`src/rtl/inst_encoder_if.sv`:
```
// Request/response bundle for the MIPS instruction encoder.
// The slave side is the encoder; the master side is the requester and consumer.
interface inst_encoder_if;
  localparam int unsigned KIND_W = 4;
  localparam int unsigned REG_W  = 5;
  localparam int unsigned IMM_W  = 16;
  localparam int unsigned TGT_W  = 26;
  localparam int unsigned INST_W = 32;
  localparam int unsigned CNT_W  = 16;

  logic              in_valid;
  logic              in_ready;
  logic [KIND_W-1:0] in_kind;
  logic [REG_W-1:0]  in_rs;
  logic [REG_W-1:0]  in_rt;
  logic [REG_W-1:0]  in_rd;
  logic [IMM_W-1:0]  in_imm;
  logic [TGT_W-1:0]  in_target;
  logic              out_valid;
  logic              out_ready;
  logic [INST_W-1:0] out_inst;
  logic              err_illegal;
  logic [CNT_W-1:0]  inst_count;

  modport slave (
    input  in_valid, in_kind, in_rs, in_rt, in_rd, in_imm, in_target, out_ready,
    output in_ready, out_valid, out_inst, err_illegal, inst_count
  );

  modport master (
    output in_valid, in_kind, in_rs, in_rt, in_rd, in_imm, in_target, out_ready,
    input  in_ready, out_valid, out_inst, err_illegal, inst_count
  );
endinterface

```
`src/rtl/inst_encoder.sv`:
```
// Encodes instruction requests into 32-bit MIPS words and queues them in a
// DEPTH-entry FIFO; illegal kinds are consumed and flagged with a pulse.
module inst_encoder #(
  parameter int unsigned DEPTH = 4
) (
  input  logic           clk,
  input  logic           resetn,
  inst_encoder_if.slave  bus
);
  localparam int unsigned PW     = (DEPTH > 1) ? $clog2(DEPTH) : 1;
  localparam int unsigned CW     = PW + 1;
  localparam int unsigned INST_W = 32;
  localparam int unsigned CNT_W  = 16;

  localparam logic [3:0] K_NOP  = 4'd0;
  localparam logic [3:0] K_ADD  = 4'd1;
  localparam logic [3:0] K_SUB  = 4'd2;
  localparam logic [3:0] K_AND  = 4'd3;
  localparam logic [3:0] K_OR   = 4'd4;
  localparam logic [3:0] K_SLT  = 4'd5;
  localparam logic [3:0] K_ANDI = 4'd6;
  localparam logic [3:0] K_ORI  = 4'd7;
  localparam logic [3:0] K_XORI = 4'd8;
  localparam logic [3:0] K_LUI  = 4'd9;
  localparam logic [3:0] K_ADDI = 4'd10;
  localparam logic [3:0] K_LW   = 4'd11;
  localparam logic [3:0] K_SW   = 4'd12;
  localparam logic [3:0] K_BEQ  = 4'd13;
  localparam logic [3:0] K_J    = 4'd14;
  localparam logic [3:0] K_ILL  = 4'd15;

  logic [INST_W-1:0] r_mem [DEPTH];
  logic [PW-1:0]     r_wr_ptr;
  logic [PW-1:0]     r_rd_ptr;
  logic [CW-1:0]     r_occ;
  logic              r_err;
  logic [CNT_W-1:0]  r_count;

  logic [INST_W-1:0] w_word;
  logic              w_not_full;
  logic              w_not_empty;
  logic              w_accept;
  logic              w_push;
  logic              w_pop;

  // Field packing per instruction format.
  always_comb begin
    w_word = '0;
    case (bus.in_kind)
      K_NOP:  w_word = '0;
      K_ADD:  w_word = {6'b000000, bus.in_rs, bus.in_rt, bus.in_rd, 5'b00000, 6'b100000};
      K_SUB:  w_word = {6'b000000, bus.in_rs, bus.in_rt, bus.in_rd, 5'b00000, 6'b100010};
      K_AND:  w_word = {6'b000000, bus.in_rs, bus.in_rt, bus.in_rd, 5'b00000, 6'b100100};
      K_OR:   w_word = {6'b000000, bus.in_rs, bus.in_rt, bus.in_rd, 5'b00000, 6'b100101};
      K_SLT:  w_word = {6'b000000, bus.in_rs, bus.in_rt, bus.in_rd, 5'b00000, 6'b101010};
      K_ANDI: w_word = {6'b001100, bus.in_rs, bus.in_rt, bus.in_imm};
      K_ORI:  w_word = {6'b001101, bus.in_rs, bus.in_rt, bus.in_imm};
      K_XORI: w_word = {6'b001110, bus.in_rs, bus.in_rt, bus.in_imm};
      K_LUI:  w_word = {6'b001111, 5'b00000, bus.in_rt, bus.in_imm};
      K_ADDI: w_word = {6'b001000, bus.in_rs, bus.in_rt, bus.in_imm};
      K_LW:   w_word = {6'b100011, bus.in_rs, bus.in_rt, bus.in_imm};
      K_SW:   w_word = {6'b101011, bus.in_rs, bus.in_rt, bus.in_imm};
      K_BEQ:  w_word = {6'b000100, bus.in_rs, bus.in_rt, bus.in_imm};
      K_J:    w_word = {6'b000010, bus.in_target};
      default: w_word = '0;
    endcase
  end

  assign w_not_full  = (r_occ < CW'(DEPTH));
  assign w_not_empty = (r_occ != '0);
  assign w_accept    = bus.in_valid && w_not_full;
  assign w_push      = w_accept && (bus.in_kind != K_ILL);
  assign w_pop       = w_not_empty && bus.out_ready;

  assign bus.in_ready    = w_not_full;
  assign bus.out_valid   = w_not_empty;
  assign bus.out_inst    = w_not_empty ? r_mem[r_rd_ptr] : '0;
  assign bus.err_illegal = r_err;
  assign bus.inst_count  = r_count;

  // FIFO storage, pointers and occupancy; pointers wrap naturally at DEPTH.
  always_ff @(posedge clk or negedge resetn) begin
    if (!resetn) begin
      for (int i = 0; i < int'(DEPTH); i++) r_mem[i] <= '0;
      r_wr_ptr <= '0;
      r_rd_ptr <= '0;
      r_occ    <= '0;
    end else begin
      if (w_push) begin
        r_mem[r_wr_ptr] <= w_word;
        r_wr_ptr        <= r_wr_ptr + PW'(1);
      end
      if (w_pop) r_rd_ptr <= r_rd_ptr + PW'(1);
      case ({w_push, w_pop})
        2'b10:   r_occ <= r_occ + CW'(1);
        2'b01:   r_occ <= r_occ - CW'(1);
        default: r_occ <= r_occ;
      endcase
    end
  end

  // Illegal-request pulse and legal-push counter.
  always_ff @(posedge clk or negedge resetn) begin
    if (!resetn) begin
      r_err   <= 1'b0;
      r_count <= '0;
    end else begin
      r_err <= w_accept && (bus.in_kind == K_ILL);
      if (w_push) r_count <= r_count + CNT_W'(1);
    end
  end
endmodule

```
`src/flat_wrapper.sv`:
```
// flat-port wrapper written by rule: the top's interface ports become plain ports
module inst_encoder_flat 
#(
  parameter int unsigned DEPTH = 4
)
  (clk, resetn, bus_in_valid, bus_in_kind, bus_in_rs, bus_in_rt, bus_in_rd, bus_in_imm, bus_in_target, bus_out_ready, bus_in_ready, bus_out_valid, bus_out_inst, bus_err_illegal, bus_inst_count);
  inst_encoder_if bus_i ();
  input  logic clk;
  input  logic resetn;
  input wire logic [$bits(bus_i.in_valid)-1:0] bus_in_valid;
  input wire logic [$bits(bus_i.in_kind)-1:0] bus_in_kind;
  input wire logic [$bits(bus_i.in_rs)-1:0] bus_in_rs;
  input wire logic [$bits(bus_i.in_rt)-1:0] bus_in_rt;
  input wire logic [$bits(bus_i.in_rd)-1:0] bus_in_rd;
  input wire logic [$bits(bus_i.in_imm)-1:0] bus_in_imm;
  input wire logic [$bits(bus_i.in_target)-1:0] bus_in_target;
  input wire logic [$bits(bus_i.out_ready)-1:0] bus_out_ready;
  output wire logic [$bits(bus_i.in_ready)-1:0] bus_in_ready;
  output wire logic [$bits(bus_i.out_valid)-1:0] bus_out_valid;
  output wire logic [$bits(bus_i.out_inst)-1:0] bus_out_inst;
  output wire logic [$bits(bus_i.err_illegal)-1:0] bus_err_illegal;
  output wire logic [$bits(bus_i.inst_count)-1:0] bus_inst_count;
  assign bus_i.in_valid = bus_in_valid;
  assign bus_i.in_kind = bus_in_kind;
  assign bus_i.in_rs = bus_in_rs;
  assign bus_i.in_rt = bus_in_rt;
  assign bus_i.in_rd = bus_in_rd;
  assign bus_i.in_imm = bus_in_imm;
  assign bus_i.in_target = bus_in_target;
  assign bus_i.out_ready = bus_out_ready;
  assign bus_in_ready = bus_i.in_ready;
  assign bus_out_valid = bus_i.out_valid;
  assign bus_out_inst = bus_i.out_inst;
  assign bus_err_illegal = bus_i.err_illegal;
  assign bus_inst_count = bus_i.inst_count;
  inst_encoder #(.DEPTH(DEPTH)) u_core (.clk(clk), .resetn(resetn), .bus(bus_i));
endmodule
```
`config.mk`:
```
export PLATFORM = sky130hd
export DESIGN_NAME = inst_encoder_flat
export DESIGN_NICKNAME = d
export VERILOG_FILES = /design/src/rtl/inst_encoder_if.sv /design/src/rtl/inst_encoder.sv /design/src/flat_wrapper.sv
export SDC_FILE = /design/constraint.sdc
export NUM_CORES = 1
export LEC_CHECK = 0
export BUFFER_PORTS_ARGS = -buffer_cell sky130_fd_sc_hd__buf_2
export CAP_MARGIN = 10
export CORE_AREA = 3 3 114 116
export DETAILED_ROUTE_END_ITERATION = 10
export DIE_AREA = 0 0 117 119
export PLACE_DENSITY = 0.88
export SLEW_MARGIN = 20
export SYNTH_ARGS = -nofsm -noshare
export SYNTH_HDL_FRONTEND = slang
export SYNTH_SLANG_ARGS = --single-unit
```
`constraint.sdc`:
```
create_clock -name clk -period 4.53 [get_ports clk]
set_clock_uncertainty 0.15 [all_clocks]
set_input_delay 0.6795 -clock clk [delete_from_list [all_inputs] [get_ports clk]]
set_output_delay 0.6795 -clock clk [all_outputs]
set_load 0.005 [all_outputs]
```
### Yosys cells after proc, flatten, opt, wreduce, memory -nomap -nowiden

Index checks and enable logic that the tools add are counted.

* add/subtract/negate cells: 5
* order comparisons: 4
* equality and inequality tests: 18
* multiplexer cells: 9
* bitwise gates (word level): 2
* reductions and logical operators: 7

Operators by type and width (count)
* case mux 32 bit (14 select lines): 1
* bitwise mux 128 bit: 1
* two-way mux 32 bit: 4
* binary-select mux 32 bit (select 2 bit): 1
* demux 32 bit (select 2 bit): 1
* equality test 4 bit, second input constant: 8
* adder 16 x 1 -> 16 bit, second input constant: 1
* equality test 4 x 3 -> 1 bit, second input constant: 4
* equality test 4 x 2 -> 1 bit, second input constant: 2
* >= comparator 3 bit, second input constant: 2
* inverter 2 -> 3 bit: 2
* case mux 3 bit (2 select lines): 1
* logical AND 1 bit: 5
* adder 2 x 1 -> 2 bit, second input constant: 2
* equality test 4 x 1 -> 1 bit, second input constant: 1
* inequality test 4 bit, second input constant: 1
* adder 3 x 1 -> 3 bit, second input constant: 1
* less-than comparator 3 x 1 -> 1 bit, second input constant: 1
* less-than comparator 3 bit, second input constant: 1
* nonzero test 3 bit: 1
* subtractor 3 x 1 -> 3 bit, second input constant: 1
* equality test 2 x 1 -> 1 bit, second input constant: 1
* equality test 2 bit, second input constant: 1
* nonzero test 2 bit: 1

* bits in registers: 152
* output and inout port bits: 51
* logic and storage cells: 54

### Depth between registers and ports, before layout

* word-level depth: 6
* depth in mapped cells: 8

### Worst setup path after synthesis

Ideal clock, no wire load.

* kind: input-to-reg
* from: input port bus_in_kind[2]
* to: register u_core.r_occ[2]
* arrival time: 2107 ps
* data required time: 4300 ps
* path slack: 2193 ps
* stages: 8
* buffers on the path: 0
* cell sequence: nand4_1 nand2_1 ha_1 inv_1 fa_1 xor2_1 nor2_1 xnor2_1

* longest elaborated chain between the ends: 4
* elaborated cells on any way between the ends: 6
* those cells by class: eq/ne: 3; mux: 1; reduce/logical: 2

Ends and longest elaborated chain
* from (decl): RTL line flat_wrapper.sv:11 `input wire logic [$bits(bus_i.in_kind)-1:0] bus_in_kind;`
* inequality test 4 bit (*): RTL line inst_encoder.sv:72 `assign w_push = w_accept && (bus.in_kind != K_ILL);`
* logical AND 1 bit (*): RTL line inst_encoder.sv:72
* equality test 2 x 1 -> 1 bit / equality test 2 bit (equally long branches): RTL line inst_encoder.sv:94 `case ({w_push, w_pop})`
* case mux 3 bit (2 select lines) / nonzero test 2 bit (equally long branches)
* to (signal assigned): RTL line inst_encoder.sv:95 `2'b10: r_occ <= r_occ + CW'(1);`
* to (signal assigned): RTL line inst_encoder.sv:96 `2'b01: r_occ <= r_occ - CW'(1);`
* to (signal assigned): RTL line inst_encoder.sv:97 `default: r_occ <= r_occ;`
* to (decl): RTL line inst_encoder.sv:35 `logic [CW-1:0] r_occ;`

Mark *: on every way between the ends. The rest lies on a longest branch, timed or not.
A chain may end at the register's enable or synchronous reset.

### Worst setup path after layout

* from: register u_core.r_rd_ptr[0]
* to: output port bus_out_inst[25]

* longest elaborated chain between the ends: 5

Ends and longest elaborated chain
* from (decl): RTL line inst_encoder.sv:34 `logic [PW-1:0] r_rd_ptr;`
* from (signal assigned): RTL line inst_encoder.sv:93 `if (w_pop) r_rd_ptr <= r_rd_ptr + PW'(1);`
* inverter 2 -> 3 bit (not written as such): RTL line inst_encoder.sv:77 `assign bus.out_inst = w_not_empty ? r_mem[r_rd_ptr] : '0;`
* binary-select mux 32 bit (select 2 bit): RTL line inst_encoder.sv:77
* two-way mux 32 bit (not written as such) (2 in series): RTL line inst_encoder.sv:77
* two-way mux 32 bit: RTL line inst_encoder.sv:77
* to (decl): RTL line flat_wrapper.sv:20 `output wire logic [$bits(bus_i.out_inst)-1:0] bus_out_inst;`

Every way passes these cells. The select of a mux whose other input is x is not followed.

==> insert_results.sql <==
INSERT INTO impl_metrics (metric_group, metric, value, unit) VALUES
('finish', 'mostFrequentLayoutCells', '147 x dfrtp_1, 113 x buf_2, 91 x nand2_1', ''),
('sta', 'tns', '0', 'ps'),
('logic_synthesis', 'synth_async_sr_flop_share', '1.00', ''),
('setup_path', 'worst-endpoint-required', '3700', 'ps'),
('power_and_ir_drop', 'peakVddDrop', '0.000498', 'V'),
('sta', 'whs', '240', 'ps'),
('detailed_routing', 'drt-pass1-iter-count', '7', ''),
('finish', 'nets', '841', ''),
('clock_tree', 'cts_tree', 'yes', ''),
('die', 'effective_utilization_at_floorplan', '0.621', ''),
('setup_path', 'end_kind', 'output port', ''),
('logic_synthesis', 'synth-seq-area-share', '0.496', ''),
('global_route', 'grt_max_degree', '121', ''),
('global_route', 'initial_antenna_violation_count', '0', ''),
('clock_tree', 'cts-buffers-inserted', '17', ''),
('die', 'core-area', '12000', 'µm²'),
('clock_tree', 'cts-root-to-sink-buffers', '2', ''),
('clock_tree', 'postcts_resize_cnt', '0', ''),
('finish', 'layout.filler_cells', '801', ''),
('setup_path', 'r2r-end', 'u_core.r_occ[2]', ''),
('power_and_ir_drop', 'pwr-share-seq', '0.390', ''),
('sta', 'final-hold-violation-count', '0', ''),
('setup_path', 'critical_path.max_fanout', '22', ''),
('finish', 'inserted_diodes', '0', ''),
('detailed_routing', 'drtIter0Drc', '419', ''),
('placement', 'numPortBuffers', '114', ''),
('global_route', 'groute.layer.met2.usage', '0.461', ''),
('hold_path', 'timing.hold.worst.class', 'input port to async pin', ''),
('finish', 'post_route_cells_drive_above_1_share', '0.318', ''),
('global_route', 'via_count_of_the_first_global_routing_pass', '6078', ''),
('setup_path', 'worst_setup_path_category', 'flop to output port', ''),
('placement', 'globalplace.congestion', '0.763', ''),
('power_and_ir_drop', 'internal_power', '0.00397', 'W'),
('detailed_routing', 'detailroute.via_count', '5808', ''),
('sta', 'timing.final.crit_period', '3400', 'ps'),
('run_status', 'run_status', 'completed', ''),
('global_route', 'grt_util_met3', '0.0645', ''),
('logic_synthesis', 'synth_edf_count', '0', ''),
('logic_synthesis', 'synth_cells', '679', ''),
('die', 'std_cell_rows', '40', ''),
('power_and_ir_drop', 'switching_share', '0.318', ''),
('power_and_ir_drop', 'power.combinational.fraction', '0.352', ''),
('logic_synthesis', 'synth.ff_latch_count', '148', ''),
('die', 'pin_count', '116', ''),
('job', 'max-cap-violations', '0', ''),
('clock_tree', 'cts_hold_buf', '0', ''),
('clock_tree', 'clock-sinks', '148', ''),
('detailed_routing', 'total_routed_wirelength', '18400', 'µm'),
('placement', 'dp.final_hpwl', '11800', 'µm'),
('logic_synthesis', 'synth_nets', '751', ''),
('logic_synthesis', 'synth.yosys.warnings', '0', ''),
('setup_path', 'reg2reg_from', 'u_core.r_occ[2]', ''),
('clock_tree', 'clock_input_transition_at_the_sequential_cells_of_the_worst_setup_and_hold_paths', '60', 'ps'),
('die', 'dieHeight', '119', 'µm'),
('sta', 'timing.final.crit_share', '0.751', ''),
('die', 'dieArea', '13900', 'µm²'),
('detailed_routing', 'viasPerCell', '6.26', ''),
('setup_path', 'worst_setup_sp_type', 'flop', ''),
('setup_path', 'critPathArrivalTime', '2570', 'ps'),
('logic_synthesis', 'synth_area_per_inst', '11.0', 'µm²'),
('sta', 'max_slew_margin', '0.282', ''),
('power_and_ir_drop', 'total_leakage_power', '4.00', 'nW'),
('logic_synthesis', 'post_synth_instance_area', '7460', 'µm²'),
('setup_path', 'setup.reg_to_reg.worst_slack', '1740', 'ps'),
('clock_tree', 'clock_insertion_delay_worst_skew', '420', 'ps'),
('finish', 'layout_commonest_cell', 'dfrtp_1', ''),
('detailed_routing', 'postRouteAntennaNets', '0', ''),
('power_and_ir_drop', 'clockPowerShare', '0.259', ''),
('global_route', 'highest_utilization_routing_layer_at_the_global_route_stage', 'met2', ''),
('sta', 'max_slew.worst_pin.slew', '1080', 'ps'),
('finish', 'area_delta_synth_final', '16.6', '%');
## power groups by stage
stage	logic, W	clock network, W	registers (W)
after global placement	0.00194	0	0.00221
after floorplan	0.00149	0	0.00209
after CTS	0.00207	0.00152	0.00226
after global routing	0.00226	0.00157	0.00233
after detailed placement	0.00204	0	0.00227
final	0.00205	0.00151	0.00227
## metal layers
metal | part of all wire | wire length [µm] | vias up
met5 | 0 | 0 | -
met4 | 0.026 | 475 | 0
met3 | 0.063 | 1160 | 47
met2 | 0.52 | 9650 | 239
met1 | 0.39 | 7110 | 2947
li1 | - | - | 2575
## critical path, stage by stage, from the launching register on
cell and delay, ps:
dfrtp_2 850, buf_4 420, mux4_2 550, and2_1 170, buf_2 130
## synthesized netlist by cell type, drive strengths merged, types with 14 or more instances
| cell | number | area (µm²) |
|---|---|---|
| clkbuf | 21 | 78.8 |
| a31oi | 14 | 87.6 |
| mux4 | 31 | 698 |
| o21ai | 76 | 380 |
| buf | 30 | 159 |
| mux2 | 54 | 608 |
| xnor2 | 14 | 123 |
| nor2b | 14 | 87.6 |
| and2 | 36 | 225 |
| a21oi | 20 | 100 |
| dfrtp | 148 | 3700 |
| nand2 | 91 | 342 |
| nand3 | 25 | 125 |
## layout make-up
class / count / area, µm² / area share
timing repair buffer: 122 / 639 / 0.0734
multi-input combinational: 467 / 3490 / 0.401
sequential: 148 / 3700 / 0.426
clock inverter: 9 / 150 / 0.0172
inverter: 13 / 48.8 / 0.00561
tap: 147 / 184 / 0.0211
clock buffer: 22 / 484 / 0.0556
## logic make-up (layout without fill, tap and decap cells)
group	count (synthesis)	in the layout	share of synthesized area
other	1	1	0.000502
AND/OR/NAND/NOR	219	219	0.149
AO/OA/AOI/OAI	132	132	0.101
XOR/XNOR	21	21	0.0246
multiplexers	87	87	0.178
buffers and inverters	64	166	0.0384
flip-flops	148	148	0.496
adder cells (fa/ha/maj)	7	7	0.0127
## worst max-delay path by stage
stage                             endpoint  slack (ps)               start  depth (start not counted)
after floorplan            u_core.r_occ[2]        2190      bus_in_kind[2]                          8
after global placement     u_core.r_occ[2]        1450      bus_in_kind[1]                          9
after detailed placement   u_core.r_occ[2]        1240      bus_in_kind[1]                          9
after CTS                 bus_out_inst[25]        1080  u_core.r_rd_ptr[0]                          4
after global routing      bus_out_inst[25]         970  u_core.r_rd_ptr[0]                          4
final                     bus_out_inst[25]        1130  u_core.r_rd_ptr[0]                          4
## flip-flops by register name, summed over array words and instances (netlist names)
register,cells
u_core.bus.err_illegal,1
u_core.r_rd_ptr,2
u_core.r_mem,124
u_core.bus.inst_count,16
u_core.r_wr_ptr,2
u_core.r_occ,3
## through the flow
step / power, W / std cells / setup WS (ps) / instance area (µm²) / utilization
finish: 0.00583 / 928 / 1130 / 8710 / 0.725
global route: 0.00616 / 928 / 967 / 8710 / 0.725
CTS: 0.00585 / 928 / 1080 / 8700 / 0.725
global placement: 0.00415 / 897 / 1450 / 8070 / 0.672
detailed placement: 0.00431 / 897 / 1240 / 8070 / 0.672
floorplan: 0.00358 / 679 / 2190 / 7460 / -
Power figures use the tool's default switching activity.
